$ cat src/rtl/i2c_pkg.sv
// Shared types and constants for the I2C target responder.
package i2c_pkg;

    typedef enum logic [2:0] {
        IDLE,
        ADDR,
        ADDR_ACK,
        WR_DATA,
        WR_ACK,
        RD_DATA,
        RD_ACK
    } state_t;

    localparam int         BITS_PER_BYTE = 8;
    localparam logic [2:0] LAST_BIT      = 3'(BITS_PER_BYTE - 1);
    localparam logic       ACK           = 1'b0;
    localparam logic       NACK          = 1'b1;

endpackage

$ cat src/rtl/i2c_bus_sync.sv
// SCL/SDA input synchronisers with SCL edge and START/STOP condition detection.
module i2c_bus_sync #(
    parameter int SYNC_STAGES = 2
) (
    input  logic clk,
    input  logic rst_n,
    input  logic scl_in_i,
    input  logic sda_in_i,
    output logic sda_s_o,
    output logic scl_rise_o,
    output logic scl_fall_o,
    output logic start_o,
    output logic stop_o
);

    logic [SYNC_STAGES-1:0] scl_sync_q;
    logic [SYNC_STAGES-1:0] sda_sync_q;
    logic                   scl_prev_q;
    logic                   sda_prev_q;
    logic                   scl_s;
    logic                   sda_s;

    assign scl_s = scl_sync_q[SYNC_STAGES-1];
    assign sda_s = sda_sync_q[SYNC_STAGES-1];

    always_ff @(posedge clk or negedge rst_n) begin
        if (!rst_n) begin
            scl_sync_q <= '1;
            sda_sync_q <= '1;
            scl_prev_q <= 1'b1;
            sda_prev_q <= 1'b1;
        end else begin
            scl_sync_q <= {scl_sync_q[SYNC_STAGES-2:0], scl_in_i};
            sda_sync_q <= {sda_sync_q[SYNC_STAGES-2:0], sda_in_i};
            scl_prev_q <= scl_s;
            sda_prev_q <= sda_s;
        end
    end

    assign sda_s_o    = sda_s;
    assign scl_rise_o = scl_s & ~scl_prev_q;
    assign scl_fall_o = ~scl_s & scl_prev_q;
    // SCL must be high on both samples so an SDA edge racing an SCL edge is not taken as START/STOP
    assign start_o    = scl_s & scl_prev_q & sda_prev_q & ~sda_s;
    assign stop_o     = scl_s & scl_prev_q & ~sda_prev_q & sda_s;

endmodule

$ cat src/rtl/i2c_target_responder.sv
// I2C target: 7-bit address match, write-byte delivery and read-byte serialisation.
// Optional read-fetch clock stretching is built when I2C_STRETCH_EN is defined.
module i2c_target_responder
    import i2c_pkg::*;
#(
    parameter logic [6:0] TGT_ADDR    = 7'h50,
    parameter int         SYNC_STAGES = 2
) (
    input  logic       clk,
    input  logic       rst_n,
    input  logic       scl_in,
    input  logic       sda_in,
    output logic       sda_oe,
    output logic       scl_oe,
    output logic [7:0] rx_data,
    output logic       rx_valid,
    output logic       rx_first,
    input  logic [7:0] tx_data,
`ifdef I2C_STRETCH_EN
    input  logic       tx_ready,
`endif
    output logic       tx_req,
    output logic       busy,
    output logic       stop_det
);

    state_t     state_q, state_d;
    logic [2:0] bit_cnt_q, bit_cnt_d;
    logic [7:0] shift_q, shift_d;
    logic [7:0] rx_data_q, rx_data_d;
    logic       phase_q, phase_d;
    logic       rw_q, rw_d;
    logic       first_q, first_d;
    logic       busy_q, busy_d;
    logic       sda_oe_q, sda_oe_d;
    logic       rx_valid_q, rx_valid_d;
    logic       rx_first_q, rx_first_d;
    logic       stop_q, stop_d;
    logic       tx_req_c, begin_byte, load_byte;
    logic       sda_s, scl_rise, scl_fall, start_s, stop_s;
    logic [7:0] byte_in;

    i2c_bus_sync #(.SYNC_STAGES(SYNC_STAGES)) u_sync (
        .clk        (clk),
        .rst_n      (rst_n),
        .scl_in_i   (scl_in),
        .sda_in_i   (sda_in),
        .sda_s_o    (sda_s),
        .scl_rise_o (scl_rise),
        .scl_fall_o (scl_fall),
        .start_o    (start_s),
        .stop_o     (stop_s)
    );

`ifdef I2C_STRETCH_EN
    logic stretch_q, stretch_d, scl_oe_q;

    always_ff @(posedge clk or negedge rst_n) begin
        if (!rst_n) begin
            stretch_q <= 1'b0;
            scl_oe_q  <= 1'b0;
        end else begin
            stretch_q <= stretch_d;
            scl_oe_q  <= stretch_q;
        end
    end

    assign scl_oe = scl_oe_q;
`else
    assign scl_oe = 1'b0;
`endif

    assign byte_in = {shift_q[6:0], sda_s};

    always_comb begin
        state_d    = state_q;
        bit_cnt_d  = bit_cnt_q;
        shift_d    = shift_q;
        rx_data_d  = rx_data_q;
        phase_d    = phase_q;
        rw_d       = rw_q;
        first_d    = first_q;
        busy_d     = busy_q;
        sda_oe_d   = sda_oe_q;
        rx_valid_d = 1'b0;
        rx_first_d = rx_first_q;
        stop_d     = 1'b0;
        tx_req_c   = 1'b0;
        begin_byte = 1'b0;
        load_byte  = 1'b0;
`ifdef I2C_STRETCH_EN
        stretch_d  = stretch_q;
`endif
        if (stop_s) begin
            state_d  = IDLE;
            sda_oe_d = 1'b0;
            busy_d   = 1'b0;
            stop_d   = 1'b1;
            phase_d  = 1'b0;
        end else if (start_s) begin
            state_d   = ADDR;
            bit_cnt_d = '0;
            sda_oe_d  = 1'b0;
            phase_d   = 1'b0;
        end else begin
            case (state_q)
                ADDR: if (scl_rise) begin
                    shift_d = byte_in;
                    if (bit_cnt_q == LAST_BIT) begin
                        bit_cnt_d = '0;
                        if (byte_in[7:1] == TGT_ADDR) begin
                            state_d = ADDR_ACK;
                            busy_d  = 1'b1;
                            rw_d    = byte_in[0];
                        end else begin
                            state_d = IDLE;
                            busy_d  = 1'b0;
                        end
                    end else begin
                        bit_cnt_d = bit_cnt_q + 3'd1;
                    end
                end
                // phase 0: first fall drives the ACK; phase 1: second fall ends the slot
                ADDR_ACK, WR_ACK: if (scl_fall) begin
                    if (!phase_q) begin
                        phase_d  = 1'b1;
                        sda_oe_d = 1'b1;
                    end else begin
                        phase_d  = 1'b0;
                        sda_oe_d = 1'b0;
                        if (state_q == ADDR_ACK && rw_q) begin
                            begin_byte = 1'b1;
                        end else begin
                            state_d   = WR_DATA;
                            bit_cnt_d = '0;
                            if (state_q == ADDR_ACK) first_d = 1'b1;
                        end
                    end
                end
                WR_DATA: if (scl_rise) begin
                    shift_d = byte_in;
                    if (bit_cnt_q == LAST_BIT) begin
                        bit_cnt_d  = '0;
                        rx_data_d  = byte_in;
                        rx_valid_d = 1'b1;
                        rx_first_d = first_q;
                        first_d    = 1'b0;
                        state_d    = WR_ACK;
                    end else begin
                        bit_cnt_d = bit_cnt_q + 3'd1;
                    end
                end
                // bit 7 went out with the load, so a zero count here means all eight are on the wire
                RD_DATA: if (scl_fall) begin
                    if (bit_cnt_q == '0) begin
                        sda_oe_d = 1'b0;
                        phase_d  = 1'b0;
                        state_d  = RD_ACK;
                    end else begin
                        sda_oe_d  = ~shift_q[7];
                        shift_d   = {shift_q[6:0], 1'b0};
                        bit_cnt_d = (bit_cnt_q == LAST_BIT) ? 3'd0 : bit_cnt_q + 3'd1;
                    end
                end
                RD_ACK: begin
                    if (scl_rise) begin
                        if (sda_s == NACK) state_d = IDLE;
                        else               phase_d = 1'b1;
                    end else if (scl_fall && phase_q) begin
                        phase_d    = 1'b0;
                        begin_byte = 1'b1;
                    end
                end
                default: ;
            endcase

            if (begin_byte) begin
                tx_req_c = 1'b1;
`ifdef I2C_STRETCH_EN
                if (tx_ready) load_byte = 1'b1;
                else          stretch_d = 1'b1;
`else
                load_byte = 1'b1;
`endif
            end
`ifdef I2C_STRETCH_EN
            if (stretch_q && tx_ready) begin
                load_byte = 1'b1;
                stretch_d = 1'b0;
            end
`endif
            if (load_byte) begin
                shift_d   = {tx_data[6:0], 1'b0};
                sda_oe_d  = ~tx_data[7];
                bit_cnt_d = 3'd1;
                state_d   = RD_DATA;
            end
        end
    end

    always_ff @(posedge clk or negedge rst_n) begin
        if (!rst_n) begin
            state_q    <= IDLE;
            bit_cnt_q  <= '0;
            shift_q    <= '0;
            rx_data_q  <= '0;
            phase_q    <= 1'b0;
            rw_q       <= 1'b0;
            first_q    <= 1'b0;
            busy_q     <= 1'b0;
            sda_oe_q   <= 1'b0;
            rx_valid_q <= 1'b0;
            rx_first_q <= 1'b0;
            stop_q     <= 1'b0;
        end else begin
            state_q    <= state_d;
            bit_cnt_q  <= bit_cnt_d;
            shift_q    <= shift_d;
            rx_data_q  <= rx_data_d;
            phase_q    <= phase_d;
            rw_q       <= rw_d;
            first_q    <= first_d;
            busy_q     <= busy_d;
            sda_oe_q   <= sda_oe_d;
            rx_valid_q <= rx_valid_d;
            rx_first_q <= rx_first_d;
            stop_q     <= stop_d;
        end
    end

    assign sda_oe   = sda_oe_q;
    assign rx_data  = rx_data_q;
    assign rx_valid = rx_valid_q;
    assign rx_first = rx_first_q;
    assign tx_req   = tx_req_c;
    assign busy     = busy_q;
    assign stop_det = stop_q;

endmodule

$ cat config.mk
export PLATFORM = sky130hd
export DESIGN_NAME = i2c_target_responder
export DESIGN_NICKNAME = d
export VERILOG_FILES = /design/src/rtl/i2c_pkg.sv /design/src/rtl/i2c_bus_sync.sv /design/src/rtl/i2c_target_responder.sv
export SDC_FILE = /design/constraint.sdc
export NUM_CORES = 1
export LEC_CHECK = 0
export BUFFER_PORTS_ARGS = -buffer_cell sky130_fd_sc_hd__buf_2
export CELL_PAD_IN_SITES_DETAIL_PLACEMENT = 1
export CELL_PAD_IN_SITES_GLOBAL_PLACEMENT = 2
export CORE_UTILIZATION = 25
export CTS_CLUSTER_SIZE = 10
export DETAILED_ROUTE_END_ITERATION = 6
export PLACE_DENSITY_LB_ADDON = 0.1
export SYNTH_ARGS = -nofsm -noshare
export SYNTH_HDL_FRONTEND = slang
export SYNTH_HIERARCHICAL = 1
export SYNTH_SLANG_ARGS = --single-unit
$ cat constraint.sdc
create_clock -name clk -period 4.6 [get_ports clk]
set_input_delay 0.69 -clock clk [delete_from_list [all_inputs] [get_ports clk]]
set_output_delay 0.69 -clock clk [all_outputs]
set_load 0.05 [all_outputs]
Word-level counts from Yosys, hierarchy flattened

Cells that the tools add are included.

Register bits after elaboration: 36
Input bits: 12
Output and inout port bits: 15
Word-level logic and storage cells: 174

Add/subtract/negate cells: 1
Equal/unequal tests: 40
Multiplexer cells: 79
Bitwise operators: 15
Reduce and logical (&&, ||, !) cells: 23

Operators with widths:

| operator           | count |
|---|---|
| $mux 3             | 23 |
| $ne 5x5->1 const B | 12 |
| $mux 1             | 44 |
| $mux 8             | 4 |
| $ne 4x4->1 const B | 8 |
| $reduce_and 6->1   | 3 |
| $pmux 8 s2         | 1 |
| $pmux 3 s5         | 1 |
| $reduce_bool 5->1  | 3 |
| $eq 3x3->1 const B | 4 |
| $ne 2x2->1 const B | 6 |
| $reduce_and 12->1  | 1 |
| $pmux 3 s3         | 1 |
| $reduce_and 9->1   | 1 |
| $not 1->1          | 8 |
| $reduce_and 8->1   | 1 |
| $reduce_bool 2->1  | 4 |
| $reduce_bool 8->1  | 1 |
| $and 1x1->1        | 7 |
| $eq 7x7->1 const B | 1 |
| $eq 3x2->1 const B | 2 |
| $ne 3x3->1 const B | 2 |
| $pmux 1 s2         | 3 |
| $ne 5x4->1 const B | 1 |
| other kinds (14)   | 16 |

Depth between registers and ports, before layout

Gate-level depths: netlist of the first run.

Depth after elaboration: 14
Gate-level depth with buffers: 8
Gate-level depth less buffers: 8

Cells and area by module

Netlist of the first run, hierarchy kept.

By module, submodules not included:

| module               | times used | cells an instance | area each (um^2) | seq. area each (um^2) |
|---|---|---|---|---|
| i2c_target_responder | 1          | 166               | 1,749.2          | 750.7 |
| i2c_bus_sync         | 1          | 10                | 190.2            | 157.7 |

Least setup slack after synthesis of the first run

OpenSTA, ideal clock, no wires.

Path type: reg2out
From: register u_sync.sda_sync_q[1]
To: output tx_req
Data arrival time: 2.620 ns
Data required time: 3.910 ns
Path slack: 1.290 ns
Cell stages (with the launch flop): 5
Buffers on the path: 1
Path through: dfstp_2 > and4b_1 > or2_1 > clkbuf_1 > nor4_1

Word-level cells in the longest chain between the ends: 4
Elaborated cells between the ends (all ways): 5
Those cells by class: mux (2); bitwise (3)

RTL lines:

| item                   | RTL line                    | RTL |
|---|---|---|
| from (decl)            | i2c_bus_sync.sv:17          | `logic [SYNC_STAGES-1:0] sda_sync_q;` |
| from (signal assigned) | i2c_bus_sync.sv:34          | `sda_sync_q <= {sda_sync_q[SYNC_STAGES-2:0], sda_in_i};` |
| $not 1->1              | i2c_bus_sync.sv:44          | `assign start_o = scl_s & scl_prev_q & sda_prev_q & ~sda_s;` |
| $and 1x1->1            | i2c_bus_sync.sv:44          |  |
| named net start_s      | i2c_target_responder.sv:40  | `logic sda_s, scl_rise, scl_fall, start_s, stop_s;` |
| $mux 1                 | i2c_target_responder.sv:100 | `end else if (start_s) begin` |
| $mux 1                 | i2c_target_responder.sv:94  | `if (stop_s) begin` |
| to (decl)              | i2c_target_responder.sv:22  | `output logic tx_req,` |

The timed path passes the listed nets, and every way through them passes these cells.

Final worst setup path of the first run

From: register u_sync.scl_prev_q
To: register bit_cnt_q[2]

Word-level cells in the longest chain between the ends: 12
Elaborated cells between the ends (all ways): 29
Those cells by class: eq/ne (6); mux (11); bitwise (9); reduce/logical (3)

RTL lines:

| item                                                               | RTL line                    | RTL |
|---|---|---|
| from (decl)                                                        | i2c_bus_sync.sv:18          | `logic scl_prev_q;` |
| from (signal assigned)                                             | i2c_bus_sync.sv:35          | `scl_prev_q <= scl_s;` |
| $and 1x1->1 (*)                                                    | i2c_bus_sync.sv:42          | `assign scl_fall_o = ~scl_s & scl_prev_q;` |
| named net scl_fall                                                 | i2c_target_responder.sv:40  |  |
| $logic_and 1x1->1                                                  | i2c_target_responder.sv:169 | `end else if (scl_fall && phase_q) begin` |
| $mux 1                                                             | i2c_target_responder.sv:169 |  |
| $mux 1                                                             | i2c_target_responder.sv:166 | `if (scl_rise) begin` |
| $pmux 1 s2                                                         | i2c_target_responder.sv:106 | `case (state_q)` |
| $mux 1                                                             | i2c_target_responder.sv:100 |  |
| $mux 1                                                             | i2c_target_responder.sv:94  |  |
| $mux 1                                                             | i2c_target_responder.sv:177 | `if (begin_byte) begin` |
| $mux 1                                                             | i2c_target_responder.sv:100 |  |
| $mux 1                                                             | i2c_target_responder.sv:94  |  |
| $ne 4x4->1 (no source line) (tied with other cells)                | n/a                         |  |
| $reduce_and 8->1 (no source line) / $mux 3 (equally long branches) | n/a                         |  |
| to (signal assigned)                                               | i2c_target_responder.sv:217 | `bit_cnt_q <= bit_cnt_d;` |
| to (decl)                                                          | i2c_target_responder.sv:28  | `logic [2:0] bit_cnt_q, bit_cnt_d;` |

Mark *: on every way through the listed nets, which the timed path passes. The rest lies on a longest branch. The select of a mux whose other input is x is not followed.
A chain may end at the register's enable or synchronous reset.

==> flow_summary.toml, run 1 <==
[synth]
synth_area_leader_cell = "dfrtp_1"
syn_avg_cell_area_um2 = 11.02
ys_warn_count = 6
synthArstFlopShare = 1.000
synth-edff-count = 0
syn_area_um2 = 1939
ys_types = 52
ys_seq_elements = 36
synthCells = 176
syn-num-nets = 191
synth_ff_type = "dfrtp_1"
synth-seq-area-share = 0.4684
synth.top_cells.by_area = "dfrtp_1 (39%), mux2_2 (12%), dfstp_2 (8.1%), mux2_1 (3.5%), mux2i_1 (3.1%)"
synth_top_area_frac = 0.3871

[floorplanning]
coreArea_um2 = 7370
die_h_um = 90.08
die_x_um = 90.08
dieArea_um2 = 8114
rows = 31
pin_count = 27
start_util = 0.2632

[clock_tree]
clock_sinks = 36
ctsRootBufferMaster = "clkbuf_8"
hold_buffers = 0
clk_pin_slew_worst_paths_ps = 80
cts_tree = "built"
cts-resized-gates = 0
cts-htree-levels = 2
cts_setup_buffers = 0
clk_latency_ps = 290
cts_buffer_depth = 2
cts_made_buffers = 5

[placed_design]
dp_hpwl_mm = 3.552
dp_cells = 291
portBuffers = 25
dpl_worst_slack_ps = 1653
place_area_um2 = 2136
globalplace.congestion = 0.7461

[critical_path]
cp_slowest_stage_delay_ps = 950
critPathSlowestCell = "nor3_2"
path_class = "reg -> reg"
cp.required_ps = 4770
crit_path_end_kind = "register"
cp_cell_sequence = "nor2b_1 -> nand2_2 -> nor3_2 -> nor2_1 -> a221o_1 -> mux2i_1"
crit_fanout = 14
cp-start-kind = "register"
arrival_ps = 3080

[sta]
hold_ws_ps = 357.2
fin_tns_setup_ps = 0
clock.fmax_ghz = 0.3440
max_slew_margin = 0.2282
setup_slack_ps = 1693
fin_crit_ps = 2907
slew_viol_final = 0
hold_viol = 0
setup_violations = 0
rsz0062_at_grt = "false"
worst_slew_pin_slew_ps = 1151
fin_skew_ps = 8.587
period_share = 0.6319

[power]
total_power_mw = 0.8146
power.density_nw_per_um2 = 364.4
peakVddDrop_mv = 0.1571
leakagePower_nw = 1.064

[route]
detail-route-antenna-nets = 0
wirelength_mm = 4.901
vias = 1430
route.detailed.drc = 0
avgViaCountPerCell = 4.783
drt-pass1-iter-count = 4
wl_per_cell_um = 16.39
drt_iter0_markers = 67

[global_route]
overflow = 0
grt_pass1_vias = 1558
grt_max_degree = 37
grt_usage = 0.1314
grt_antenna_before_repair = 0
grt_pass1_wl_mm = 8.314

[outcome]
outcome = "finished, final reports clean"

[cells_and_area]
fin_nets = 214
drive_gt1_frac = 0.3350
post-route-util = 0.3034
instances_no_fill = 299
fillers = 864
antenna_cells = 0
stdcell_area_um2 = 2236
synthToLayoutAreaGrowth_pct = 15.29

[run]
cap_violations = 0

[min_path]
worstHoldPathType = "reg -> reg"
where the power goes:
| group | leakage [nW] | switching, mW | internal [mW] | total, mW |
|---|---|---|---|---|
| registers | 0.472 | 0.0462 | 0.357 | 0.404 |
| logic | 0.540 | 0.0811 | 0.0751 | 0.156 |
| clock network | 0.0515 | 0.118 | 0.137 | 0.255 |
layout make-up:
class                   instances  area (um^2)  share of cell area
well taps                      99        123.9             0.05540
flip-flops and latches         36        908.4              0.4063
clock buffers                   8        100.1             0.04477
inverters                      10        37.54             0.01679
repair buffers                 25        125.1             0.05596
multi-input cells             121        940.9              0.4208
state kept, by name (all words and copies together) (netlist names), 2 cells and up:
signal / flops
rx_data: 8
shift_q: 8
bit_cnt_q: 3
u_sync/sda_sync_q: 2
u_sync/scl_sync_q: 2
state_q: 3
worst paths after layout:
kind                                                start                             end  slack (ps)  cells past startpoint
setup reg to reg              u_sync/scl_prev_q$_DFF_PN1_        bit_cnt_q[2]$_DFFE_PN0P_        1690                      6
min in group asynchronous                           rst_n              rx_valid$_DFF_PN0_         510                      1
max in group asynchronous                           rst_n          shift_q[6]$_DFFE_PN0P_        3560                      1
hold / removal             u_sync/scl_sync_q[0]$_DFF_PN1_  u_sync/scl_sync_q[1]$_DFF_PN1_         360                      0
hold reg to reg            u_sync/scl_sync_q[0]$_DFF_PN1_  u_sync/scl_sync_q[1]$_DFF_PN1_         360                      0
setup / recovery              u_sync/scl_prev_q$_DFF_PN1_        bit_cnt_q[2]$_DFFE_PN0P_        1690                      6
logic make-up after synthesis:
group,after synthesis,synth area share
AOI/OAI and AO/OA,30,0.1071
xor gates and xnor gates,1,0.004517
adders and majority gates,3,0.01936
buffers and inverters,19,0.04644
DFF,36,0.4684
muxes,32,0.1819
other,1,0.001934
and+or+nand+nor,54,0.1703
worst max-delay path: cells and delay by family, from the launching register on:
kind / cells / cell delay (ps)
AO/OA/AOI/OAI: 1 / 480
flip-flops: 1 / 550
multiplexers: 1 / 160
AND/OR/NAND/NOR: 4 / 1600
routing by layer:
layer,track usage,vias up,routed length [um]
met4,0.04435,0,62
li1,-,668,-
met1,0.1626,723,2202
met2,0.2290,34,2480
met5,0,-,0
met3,0.02369,5,156
cells in the mapped netlist (all sizes together), types with 2 or more instances:
master	count
a211oi	2
a21oi	9
a221o	2
and4b	2
buf	6
clkbuf	3
dfrtp	30
dfstp	6
ha	3
inv	10
mux2	26
mux2i	6
nand2	11
nand2b	4
nand3	2
nor2	11
nor2b	4
nor3	5
nor3b	3
nor4	2
nor4b	2
o21ai	6
o22ai	2
o31ai	2
or2	2
cells in the final DEF, fill, tap and decap left out, types with 2 or more instances in the layout:
cell      synthesis  layout
nand2_1          10      10
mux2_2           20      20
dfstp_2           6       6
inv_1             9       9
o22ai_1           2       2
nor3_1            4       4
a211oi_1          2       2
dfrtp_1          30      30
nor4b_1           2       2
nor2_1           10      10
mux2_1            6       6
buf_2             3      25
nand3_1           2       2
and4b_1           2       2
mux2i_1           6       6
a221o_1           2       2
o31ai_1           2       2
clkbuf_8          0       7
nor3b_1           3       3
a21oi_1           8       8
nor2b_1           4       4
nor4_1            2       2
o21ai_0           4       4
ha_1              3       3
nand2b_1          3       3
Note: power is estimated with default switching activity, not from simulation.
==> run 2: changes to the inputs <==
--- a/config.mk
+++ b/config.mk
@@ -5,6 +5,7 @@
 export SDC_FILE = /design/constraint.sdc
 export NUM_CORES = 1
 export LEC_CHECK = 0
+export ABC_AREA = 1
 export BUFFER_PORTS_ARGS = -buffer_cell sky130_fd_sc_hd__buf_2
 export CELL_PAD_IN_SITES_DETAIL_PLACEMENT = 1
 export CELL_PAD_IN_SITES_GLOBAL_PLACEMENT = 2
==> constraint.sdc (replaced) <==
create_clock -name clk -period 2.65 [get_ports clk]
set_input_delay 0.3975 -clock clk [delete_from_list [all_inputs] [get_ports clk]]
set_output_delay 0.3975 -clock clk [all_outputs]
set_load 0.05 [all_outputs]
==> run 2 against run 1 <==
Effect of this change: non-clock buffer count increased by 4; wire length increased by 19%; sequential power increased by 76%; synthesized area increased by 14%; via count increased by 23%; worst setup slack got worse by 1500 ps; total power increased by 110%; worst hold slack got worse by 160 ps; combinational power increased to 4.0 times the previous value; clock power increased by 61%; register-to-register slack got worse by 1100 ps.
==> flow_summary.toml, run 2 <==
[synth]
synth_top_area_frac = 0.3386
ys_warn_count = 6
syn_area_um2 = 2217
synthCells = 250
synth_area_leader_cell = "dfrtp_1"
synth-edff-count = 0
synth.top_cells.by_area = "dfrtp_1 (34%), nand2_1 (8.5%), dfstp_2 (7.1%), inv_1 (5.2%), nand3_1 (4.5%)"
syn_avg_cell_area_um2 = 8.869
synthArstFlopShare = 1.000
ys_types = 44
syn-num-nets = 265
synth-seq-area-share = 0.4097
synthTopCellsByCount = "nand2_1 (50), inv_1 (31), dfrtp_1 (30)"
synth_ff_type = "dfrtp_1"
ys_seq_elements = 36
yosysMostFrequentCell = "nand2_1"

[run]
cap_violations = 0

[critical_path]
crit_family = "simple AND/OR/NAND/NOR gates"
reg2regPathDepth = 11
crit_path_end_kind = "output pin"
cp-start-kind = "register"
critical_path_buf_inv_count = 5
cp.required_ps = 2250
reg2reg_to = "state_q[2]$_DFFE_PN0P_"
crit_fanout = 11
critPathSlowestCell = "dfstp_2"
arrival_ps = 2060
ff2ff_setup_slack_ps = 640
cp_cell_sequence = "inv_1 -> nor2_1 -> clkinv_1 -> nand4_4 -> nand2_2 -> nand2_4 -> inv_4 -> nand2_4 -> inv_1 -> buf_2"
path_class = "reg -> out"
r2r-start = "u_sync/scl_sync_q[1]$_DFF_PN1_"
cp_slowest_stage_delay_ps = 550

[clock_tree]
cts_made_buffers = 5
cts_buffer_depth = 2
cts-resized-gates = 0
hold_buffers = 0
cts_tree = "built"
cts_setup_buffers = 0
ctsRootBufferMaster = "clkbuf_8"
clk_pin_slew_worst_paths_ps = 80
cts-htree-levels = 2
clock_sinks = 36
clk_latency_ps = 300

[placed_design]
globalplace.congestion = 0.7772
place_area_um2 = 2399
portBuffers = 25
dp_hpwl_mm = 4.378

[global_route]
grt_usage = 0.1416
grt_max_degree = 37
grt_pass1_wl_mm = 9.701
grt_antenna_before_repair = 0
grt_pass1_vias = 1820
overflow = 0

[floorplanning]
dieArea_um2 = 9249
coreArea_um2 = 8382
die_x_um = 96.17
pin_count = 27
die_h_um = 96.17
start_util = 0.2645
rows = 33

[outcome]
outcome = "finished, final reports clean"

[sta]
fin_crit_ps = 2456
fin_tns_setup_ps = 0
slew_viol_final = 0
clock.fmax_ghz = 0.4072
fin_skew_ps = 8.643
max_slew_margin = 0.4291
rsz0062_at_grt = "false"
hold_viol = 0
setup_violations = 0
worst_slew_pin_slew_ps = 856.4
period_share = 0.9268

[cells_and_area]
synthToLayoutAreaGrowth_pct = 12.19
final_common_cell = "nand2_1"
fin_nets = 291
final-seq-area_um2 = 908.4
drive_gt1_frac = 0.3032
stdcell_area_um2 = 2487
final_cell_mix = "nand2_1 (50), inv_1 (31), dfrtp_1 (30)"
multiInputGateArea_um2 = 1040
antenna_cells = 0
fillers = 1012

[route]
vias = 1752
wl_per_cell_um = 15.26
drt_iter0_markers = 75
detail-route-antenna-nets = 0
drt-pass1-iter-count = 4
wirelength_mm = 5.828
avgViaCountPerCell = 4.586
route.detailed.drc = 0

[power]
leakagePower_nw = 1.308
peakVddDrop_mv = 0.2179
power.density_nw_per_um2 = 700.4

[min_path]
worstHoldStart = "sda_in"
hold_depth = 1
worstHoldPathType = "in -> reg"
worstHoldEndpoint = "u_sync/sda_sync_q[0]$_DFF_PN1_"
-- run 2: final cells by class --
| class | instances | area share |
|---|---|---|
| inverters | 39 | 0.06590 |
| repair buffers | 29 | 0.06237 |
| clock buffers | 6 | 0.02917 |
| well taps | 105 | 0.05282 |
| clock inverters | 2 | 0.006539 |
| flip-flops and latches | 36 | 0.3652 |
| multi-input cells | 165 | 0.4180 |
-- run 2: worst max-delay path by stage --
stage | start | to | slack [ps] | cells after the start
2_1_floorplan | u_sync/scl_sync_q[1]$_DFF_PN1_ | tx_req | 780 | 9
3_3_place_gp | u_sync/scl_sync_q[1]$_DFF_PN1_ | tx_req | 550 | 10
3_5_place_dp | u_sync/scl_sync_q[1]$_DFF_PN1_ | tx_req | 490 | 10
4_1_cts | u_sync/scl_sync_q[1]$_DFF_PN1_ | tx_req | 160 | 10
5_1_grt | u_sync/scl_sync_q[1]$_DFF_PN1_ | tx_req | 30 | 10
6_report | u_sync/scl_sync_q[1]$_DFF_PN1_ | tx_req | 190 | 10
-- run 2: kinds of logic after synthesis --
logic type	Yosys count	synth area share
compound gates	50	0.1699
fa+ha+maj	3	0.01693
simple gates	110	0.2760
flops	36	0.4097
buf+inv	49	0.1213
mux	1	0.004515
other cells	1	0.001691
-- run 2: per-stage QoR --
step	total power, mW	util	setup slack (ps)	hold WS, ps	std cells
2_1_floorplan	1.225	-	779.5	101.9	250
3_3_place_gp	1.357	0.2862	548.6	350.6	374
3_5_place_dp	1.353	0.2862	491.2	348.1	374
4_1_cts	1.779	0.2968	164.2	186.3	382
5_1_grt	1.883	0.2968	28.79	179.2	382
6_report	1.742	0.2968	194.0	192.4	382
-- run 2: worst register-to-register path, cell delays in order, from the launching register on --
cell,delay [ps]
dfstp_2,550
inv_1,40
nor2_1,210
clkinv_1,220
nand4_4,130
nand2_2,80
nand2_4,150
nand2_1,130
o21bai_4,210
nand2_1,110
nand2_1,60
nand2_1,70
-- run 2: metal layers --
layer / vias up / global-route usage / wire length [um]
met2: 23 / 0.2110 / 2530
met1: 851 / 0.2056 / 3052
met5: - / 0 / 0
met4: 0 / 0.04104 / 60
li1: 873 / - / -
met3: 5 / 0.02607 / 185
-- run 2: where the power goes --
part           switching [mW]  internal, mW  total [mW]
registers              0.0660         0.646       0.712
logic                   0.411         0.208       0.619
clock network           0.224         0.187       0.411
total                   0.701          1.04        1.74
